### src/rtl/ram_burst_reader_pkg.sv
// rtl/ram_burst_reader_pkg.sv - shared state encoding and default widths for the RAM burst reader
package ram_burst_reader_pkg;

    localparam int DEF_AW   = 10;
    localparam int DEF_DW   = 64;
    localparam int DEF_LENW = 8;

    typedef enum logic [1:0] {
        ST_IDLE  = 2'd0,
        ST_ISSUE = 2'd1,
        ST_DRAIN = 2'd2
    } state_t;

endpackage

### src/rtl/ram_burst_reader_sync_fifo_2.sv
// rtl/ram_burst_reader_sync_fifo_2.sv - two-entry synchronous FIFO with occupancy count
module sync_fifo_2 #(
    parameter int W = 8
) (
    input  logic         clk,
    input  logic         rst,
    input  logic         push,
    input  logic [W-1:0] push_data,
    input  logic         pop,
    output logic [W-1:0] pop_data,
    output logic [1:0]   count,
    output logic         full,
    output logic         empty
);

    logic [W-1:0] mem [2];
    logic         wr_ptr;
    logic         rd_ptr;
    logic         do_push;
    logic         do_pop;

    assign full     = (count == 2'd2);
    assign empty    = (count == 2'd0);
    assign pop_data = mem[rd_ptr];
    // A push into a full FIFO is allowed only when the head leaves in the same cycle.
    assign do_push  = push && (!full || pop);
    assign do_pop   = pop && !empty;

    always_ff @(posedge clk) begin
        if (do_push) begin
            mem[wr_ptr] <= push_data;
        end
    end

    always_ff @(posedge clk) begin
        if (!rst) begin
            wr_ptr <= 1'b0;
            rd_ptr <= 1'b0;
            count  <= 2'd0;
        end else begin
            if (do_push) begin
                wr_ptr <= ~wr_ptr;
            end
            if (do_pop) begin
                rd_ptr <= ~rd_ptr;
            end
            case ({do_push, do_pop})
                2'b10:   count <= count + 2'd1;
                2'b01:   count <= count - 2'd1;
                default: count <= count;
            endcase
        end
    end

endmodule

### src/rtl/ram_burst_reader.sv
// rtl/ram_burst_reader.sv - streams a sequential burst out of a 1-cycle-latency RAM onto a valid/ready port
module ram_burst_reader
    import ram_burst_reader_pkg::*;
#(
    parameter int AW   = DEF_AW,
    parameter int DW   = DEF_DW,
    parameter int LENW = DEF_LENW
) (
    input  logic            clk,
    input  logic            rst,
    input  logic            req_valid,
    output logic            req_ready,
    input  logic [AW-1:0]   req_addr,
    input  logic [LENW-1:0] req_len,
    output logic [AW-1:0]   ram_raddr,
    input  logic [DW-1:0]   ram_rd,
    output logic            out_valid,
    input  logic            out_ready,
    output logic [DW-1:0]   out_data,
    output logic            out_last,
    output logic            busy
);

    localparam logic [AW-1:0] ADDR_ONE = {{(AW-1){1'b0}}, 1'b1};
    localparam logic [LENW:0] CNT_ONE  = {{LENW{1'b0}}, 1'b1};

    state_t        state;
    logic [AW-1:0] addr_q;
    logic [AW-1:0] raddr_hold;
    logic [LENW:0] issue_cnt;
    logic          inflight;
    logic          inflight_last;

    logic [1:0]    fifo_count;
    logic          fifo_full;
    logic          fifo_empty;
    logic [1:0]    credit;
    logic          pop;
    logic          push;
    logic          issue;
    logic          final_issue;

    assign req_ready   = rst && (state == ST_IDLE);
    assign busy        = (state != ST_IDLE);
    assign out_valid   = !fifo_empty;
    assign pop         = out_valid && out_ready;
    assign push        = inflight && (!fifo_full || pop);

    // Credit covers both buffered beats and the one read still in the RAM pipeline.
    assign credit      = fifo_count + {1'b0, inflight};
    assign issue       = rst && (state == ST_ISSUE) &&
                         ((credit < 2'd2) || ((credit == 2'd2) && pop));
    assign final_issue = issue && (issue_cnt == CNT_ONE);
    assign ram_raddr   = issue ? addr_q : raddr_hold;

    always_ff @(posedge clk) begin
        if (!rst) begin
            state         <= ST_IDLE;
            addr_q        <= '0;
            raddr_hold    <= '0;
            issue_cnt     <= '0;
            inflight      <= 1'b0;
            inflight_last <= 1'b0;
        end else begin
            inflight      <= issue;
            inflight_last <= final_issue;
            if (issue) begin
                raddr_hold <= addr_q;
                addr_q     <= addr_q + ADDR_ONE;
                issue_cnt  <= issue_cnt - CNT_ONE;
            end
            case (state)
                ST_IDLE: begin
                    if (req_valid) begin
                        addr_q    <= req_addr;
                        issue_cnt <= {1'b0, req_len} + CNT_ONE;
                        state     <= ST_ISSUE;
                    end
                end
                ST_ISSUE: begin
                    if (final_issue) begin
                        state <= ST_DRAIN;
                    end
                end
                ST_DRAIN: begin
                    if (pop && out_last) begin
                        state <= ST_IDLE;
                    end
                end
                default: state <= ST_IDLE;
            endcase
        end
    end

    sync_fifo_2 #(
        .W(DW + 1)
    ) u_fifo (
        .clk       (clk),
        .rst       (rst),
        .push      (push),
        .push_data ({inflight_last, ram_rd}),
        .pop       (pop),
        .pop_data  ({out_last, out_data}),
        .count     (fifo_count),
        .full      (fifo_full),
        .empty     (fifo_empty)
    );

endmodule

### config.mk
export PLATFORM = sky130hd
export DESIGN_NAME = ram_burst_reader
export DESIGN_NICKNAME = d
export VERILOG_FILES = /design/src/rtl/ram_burst_reader_pkg.sv /design/src/rtl/ram_burst_reader_sync_fifo_2.sv /design/src/rtl/ram_burst_reader.sv
export SDC_FILE = /design/constraint.sdc
export NUM_CORES = 1
export LEC_CHECK = 0
export ABC_AREA = 1
export BUFFER_PORTS_ARGS = -buffer_cell sky130_fd_sc_hd__buf_2
export CAP_MARGIN = 30
export CORE_MARGIN = 2
export CORE_UTILIZATION = 40
export CTS_CLUSTER_SIZE = 30
export DETAILED_ROUTE_END_ITERATION = 10
export GPL_TIMING_DRIVEN = 0
export SLEW_MARGIN = 0
export SYNTH_ARGS = -nofsm -noshare
export SYNTH_HDL_FRONTEND = slang
export SYNTH_SLANG_ARGS = --single-unit
### constraint.sdc
create_clock -name clk -period 10.15 [get_ports clk]
set_input_delay 1.015 -clock clk [delete_from_list [all_inputs] [get_ports clk]]
set_output_delay 1.015 -clock clk [all_outputs]
set_load 0.1 [all_outputs]
---- Word-level counts from Yosys, hierarchy flattened ----
Memory sizes are Yosys's and may differ from the RTL's. A register that Yosys moved wholly into a read port is not among the register bits.
Cells that the tools add are included.
cells by class
  add/subtract/negate cells ............... 6
  $mul .................................... 0
  div/mod/pow operators ................... 0
  $lt $le $gt $ge ......................... 1
  eq/ne operators ......................... 10
  shift operators ......................... 0
  mux-type cells .......................... 16
  bitwise logic cells ..................... 2
  reductions and logical operators ........ 19
operators with widths
  cell                                                                number
  10-bit two-way mux                                                  4
  9-bit two-way mux                                                   3
  10-bit by 1-bit adder with 10-bit output, second input constant     1
  1-bit logical AND                                                   10
  8-bit by 1-bit adder with 9-bit output, second input constant       1
  9-bit by 1-bit == test with 1-bit output, second input constant     1
  9-bit by 1-bit subtractor with 9-bit output, second input constant  1
  2-bit == test, second input constant                                4
  2-bit two-way mux                                                   3
  2-bit != test, second input constant                                3
  2-bit case mux with 3 select lines                                  1
  2-bit by 1-bit == test with 1-bit output, second input constant     2
  2-bit logical NOT                                                   2
  1-bit two-way mux                                                   4
  2-bit case mux with 2 select lines                                  1
  2-bit nonzero test                                                  2
  3-bit AND reduction                                                 1
  2-bit by 1-bit adder with 2-bit output                              1
  2-bit by 1-bit adder with 2-bit output, second input constant       1
  1-bit logical NOT                                                   2
  1-bit logical OR                                                    2
  2-bit less-than comparator, second input constant                   1
  1-bit NOT                                                           2
  2-bit by 1-bit subtractor with 2-bit output, second input constant  1
word-level totals
  flip-flop bits (word level) ............. 37
  latch bits .............................. 0
  bits in writable memories ............... 130
  bits in read-only memories .............. 0
  input bits .............................. 86
  output and inout port bits .............. 78
  word-level logic and storage cells ...... 64
  memories ................................ 1
memory list
  name        depth  width  read ports  clocked after Yosys merged registers in  wr ports  RTL line                            RTL
  u_fifo.mem  2      65     1           1                                        1         ram_burst_reader_sync_fifo_2.sv:16  logic [W-1:0] mem [2];

---- Longest topological paths before layout ----
  depth after elaboration ................. 9
  depth in mapped cells ................... 12

---- Hierarchy ----
A second synthesis with hierarchy kept.
unflattened totals
  cells, all modules ...................... 532
  area total of the unflattened synthesis .. 7055.5 sq um
modules (own cells, without submodules)
  module            times used  cells each  area an instance (sq um)  seq. area each (sq um)
  sync_fifo_2       1           241         5142.4                    4003.8
  ram_burst_reader  1           291         1913.1                    660.6

---- Least setup slack after synthesis ----
Ideal clock, no wire load.
  path type ............................... input to register
  start point ............................. input port out_ready
  end point ............................... memory u_fifo.mem[1][0] in the netlist's numbering, enable pin
  data arrival time ....................... 4.006 ns
  setup slack ............................. 5.655 ns
  stages .................................. 4
  path buffers ............................ 0
  path through ............................ nand2_1 -> nand3_1 -> nand2_1 -> nor2_1
on the way
  longest elaborated chain between the ends .. 6
RTL lines
  item                                       RTL line                                                    RTL
  start, declared                            ram_burst_reader.sv:18                                      input logic out_ready,
  1-bit logical AND *                        ram_burst_reader.sv:46                                      assign pop = out_valid && out_ready;
  1-bit logical OR *                         ram_burst_reader_sync_fifo_2.sv:26, ram_burst_reader.sv:47
  1-bit logical AND                          ram_burst_reader.sv:47                                      assign push = inflight && (!fifo_full || pop);
  1-bit logical AND *                        ram_burst_reader_sync_fifo_2.sv:26                          assign do_push = push && (!full || pop);
  1-bit two-way mux *                        ram_burst_reader_sync_fifo_2.sv:30                          if (do_push) begin
  1-bit two-way mux (implied by the code) *  ram_burst_reader_sync_fifo_2.sv:31                          mem[wr_ptr] <= push_data;
  end, declared                              ram_burst_reader_sync_fifo_2.sv:16
Every way passes the cells marked *; elsewhere a longest branch is shown, timed or not.

---- Final worst setup path ----
  start point ............................. input port rst
  end point ............................... output port ram_raddr[2]
on the way
  longest elaborated chain between the ends .. 3
RTL lines
  item                             RTL line                RTL
  start, declared                  ram_burst_reader.sv:10  input logic rst,
  1-bit logical AND (2 in series)  ram_burst_reader.sv:51  assign issue = rst && (state == ST_ISSUE) &&
  10-bit two-way mux               -
  end, declared                    ram_burst_reader.sv:15  output logic [AW-1:0] ram_raddr,
Every way passes these cells.

==> results.py <==
metrics = {
    "timing": {
        "max_freq_mhz": 290,
        "hold_viol": 0,
        "rsz0062_at_grt": "false",
        "skew_ns": 0.0107,
        "maxSlewHeadroom_pct": 61.4,
        "worstMarginPinSlew_ns": 0.579,
        "period_needed_ns": 3.44,
        "setup_tns_ns": 0,
        "finalSetupViolCount": 0,
        "final.period_utilization_pct": 33.9,
        "timing.hold.ws_ns": 0.433,
        "drv_slew": 0,
        "layout_setup_ws_ns": 6.71,
    },
    "clock_tree": {
        "post_cts_buffers": 0,
        "cts_buffers": 17,
        "ctsHoldBuffers": 0,
        "cts-root-buf": "clkbuf_16",
        "htree_levels": 4,
        "clkSlewWorstSetupHoldPaths_ns": 0.06,
        "cts_max_path_buffers": 2,
        "cts.sinks": 168,
        "cts_tree": "done",
        "cts_resized": 0,
        "clock_latency_ns": 0.42,
    },
    "detailed_routing": {
        "first_pass_iters": 4,
        "wl_um": 14200,
        "drc_errors": 0,
        "wire_per_inst_um": 14.9,
        "postRouteAntennaNets": 0,
        "vias": 4531,
        "via_per_inst": 4.77,
        "drt_iter0_drc": 162,
    },
    "yosys": {
        "synthArstFlopShare_pct": 0,
        "ys_warn_count": 0,
        "seq_area_frac_synth_pct": 67.7,
        "synthFlopType": "edfxtp_1",
        "synth_fp_nets": 616,
        "synthMostInstantiatedCell": "edfxtp_1",
        "synth_common_cells": "130 x edfxtp_1, 65 x mux2_2, 61 x nand2_1, 52 x inv_1, 38 x dfxtp_1",
        "ys_ff_latch": 168,
        "yosysTopAreaCell": "edfxtp_1",
        "synthCells": 524,
        "synth_cell_types": 39,
        "synthesis.area_um2": 6890,
        "synth_edf_count": 130,
        "synthTopCellsByArea": "edfxtp_1 57%, dfxtp_1 11%, mux2_2 11%, nand2_1 3.3%, inv_1 2.8%",
        "synth_top_cell_area_share_pct": 56.6,
        "syn_area_per_cell_um2": 13.2,
    },
    "place": {
        "place_congestion": 0.887,
        "dp_hpwl_um": 10100,
        "pre_cts_slack_ns": 6.73,
        "placed_cells": 916,
        "port_buffers": 163,
    },
    "floorplanning": {
        "num_rows": 48,
        "core_area_um2": 17100,
        "die_x_um": 135,
        "dieHeight_um": 135,
        "die_area_um2": 18300,
        "ios": 164,
        "start_util_pct": 40.4,
    },
    "global_routing": {
        "grt_pass1_vias": 4456,
        "grt_max_degree": 33,
        "gr-total-overflow": 0,
        "grt_pass1_wl_um": 21600,
        "track_usage_pct": 15.4,
        "antenna_found_initial": 0,
    },
    "power_and_ir_drop": {
        "finalPower_mw": 1.98,
        "p_per_area_nw_per_um2": 229,
        "ir_drop_uv": 116,
        "leakage_nw": 3.49,
    },
    "critical_path": {
        "r2r-start": "u_fifo.count[0]",
        "cp.required_ns": 9.14,
        "path_class": "primary input to primary output",
        "critical_path_arrival_ns": 2.43,
        "startpoint_type": "primary input",
        "cp_max_fo": 10,
        "worst_r2r_endpoint": "u_fifo.mem[1][33]",
        "reg2reg_depth": 7,
        "endpoint": "ram_raddr[2]",
        "cp-end-kind": "primary output",
        "worstSetupStartpoint": "rst",
        "r2r_slack_ns": 8.18,
    },
    "layout": {
        "drive_gt1_share_pct": 42.5,
        "final_nets": 802,
        "syn2layout_area_growth_pct": 25.3,
        "instances_no_fill": 949,
    },
    "worst_hold_path": {
        "hold_class": "flop to flop",
        "hold_path.startpoint": "inflight_last",
    },
    "outcome": {
        "status": "finished clean",
    },
    "flow_run": {
        "drv_cap": 0,
    },
}
worst max-delay path: stages:
cell	delay [ns]
buf_2	0.12
nand2_1	0.12
inv_1	0.11
nand2_1	0.09
buf_6	0.16
buf_6	0.15
a21oi_1	0.18
buf_2	0.46
cells in the final DEF, fill, tap and decap left out, types with 3 or more instances in the layout:
master      instances
a211oi_2            4
a21oi_1            18
buf_12              3
buf_2             173
buf_6               3
clkbuf_1            3
clkbuf_16          17
clkinv_1            3
clkinvlp_4          4
dfxtp_1            38
edfxtp_1          130
ha_1                6
inv_1              52
inv_2               4
inv_6               5
mux2_2             65
nand2_1            61
nand2_2             3
nand3_1            28
nand3b_1            3
nand4_1             5
nor2_1             22
nor2_4              4
nor3_1              3
o211ai_1            3
o21ai_0            16
o21ai_1            10
or2_2               8
xor2_1              5
registers in the layout, indices dropped and copies added, names as in the netlist, named ones only:
name	count
addr_q	10
inflight	1
inflight_last	1
issue_cnt	9
raddr_hold	10
state	2
u_fifo.count	2
u_fifo.mem	130
u_fifo.rd_ptr	1
u_fifo.wr_ptr	1
through the flow:
stage,util (%),instance area (um2)
detailed placement,47.5,8090
global route,50.6,8640
global placement,46.9,7990
finish,50.6,8640
floorplan,-,6890
CTS,50.6,8640
kinds of logic after synthesis:
logic type                 share of synthesized area [%]
DFF                                                 67.7
and+or+nand+nor                                     9.82
buffers and inverters                               4.70
muxes                                               10.6
AOI/OAI and AO/OA                                   5.23
xor gates and xnor gates                           0.889
adders and majority gates                           1.09
power breakdown:
part | switching (mW) | total, mW | internal [mW]
logic | 0.472 | 0.597 | 0.125
registers | 0.0176 | 0.802 | 0.784
clock network | 0.267 | 0.584 | 0.317
total | 0.756 | 1.98 | 1.23
layout make-up:
cell class	instances	area [um2]
sequential	168	4660
timing repair buffer	167	903
fill	1530	8420
clock inverter	15	116
tap	225	282
multi-input combinational	280	1920
inverter	58	218
clock buffer	17	425
antenna	1	2.50
buffer	18	106
layer usage:
layer / wire (um) / global-route usage [%] / up-vias / share of wire (%)
met5: 0 / 0 / - / 0
met4: 92 / 5.15 / 0 / 0.65
met3: 1080 / 4.41 / 8 / 7.6
met2: 7000 / 26.0 / 156 / 49
met1: 5990 / 19.1 / 2146 / 42
li1: - / - / 2221 / -
worst min path at each step:
stage                   endpoint  slack, ns  depth (start not counted)
2_1_floorplan  u_fifo.mem[0][64]       0.40                          0
3_3_place_gp   u_fifo.mem[0][64]       0.41                          0
3_5_place_dp   u_fifo.mem[1][64]       0.42                          0
4_1_cts        u_fifo.mem[0][64]       0.44                          0
5_1_grt        u_fifo.mem[0][64]       0.44                          0
6_report       u_fifo.mem[0][64]       0.43                          0
Power figures use the tool's default switching activity.
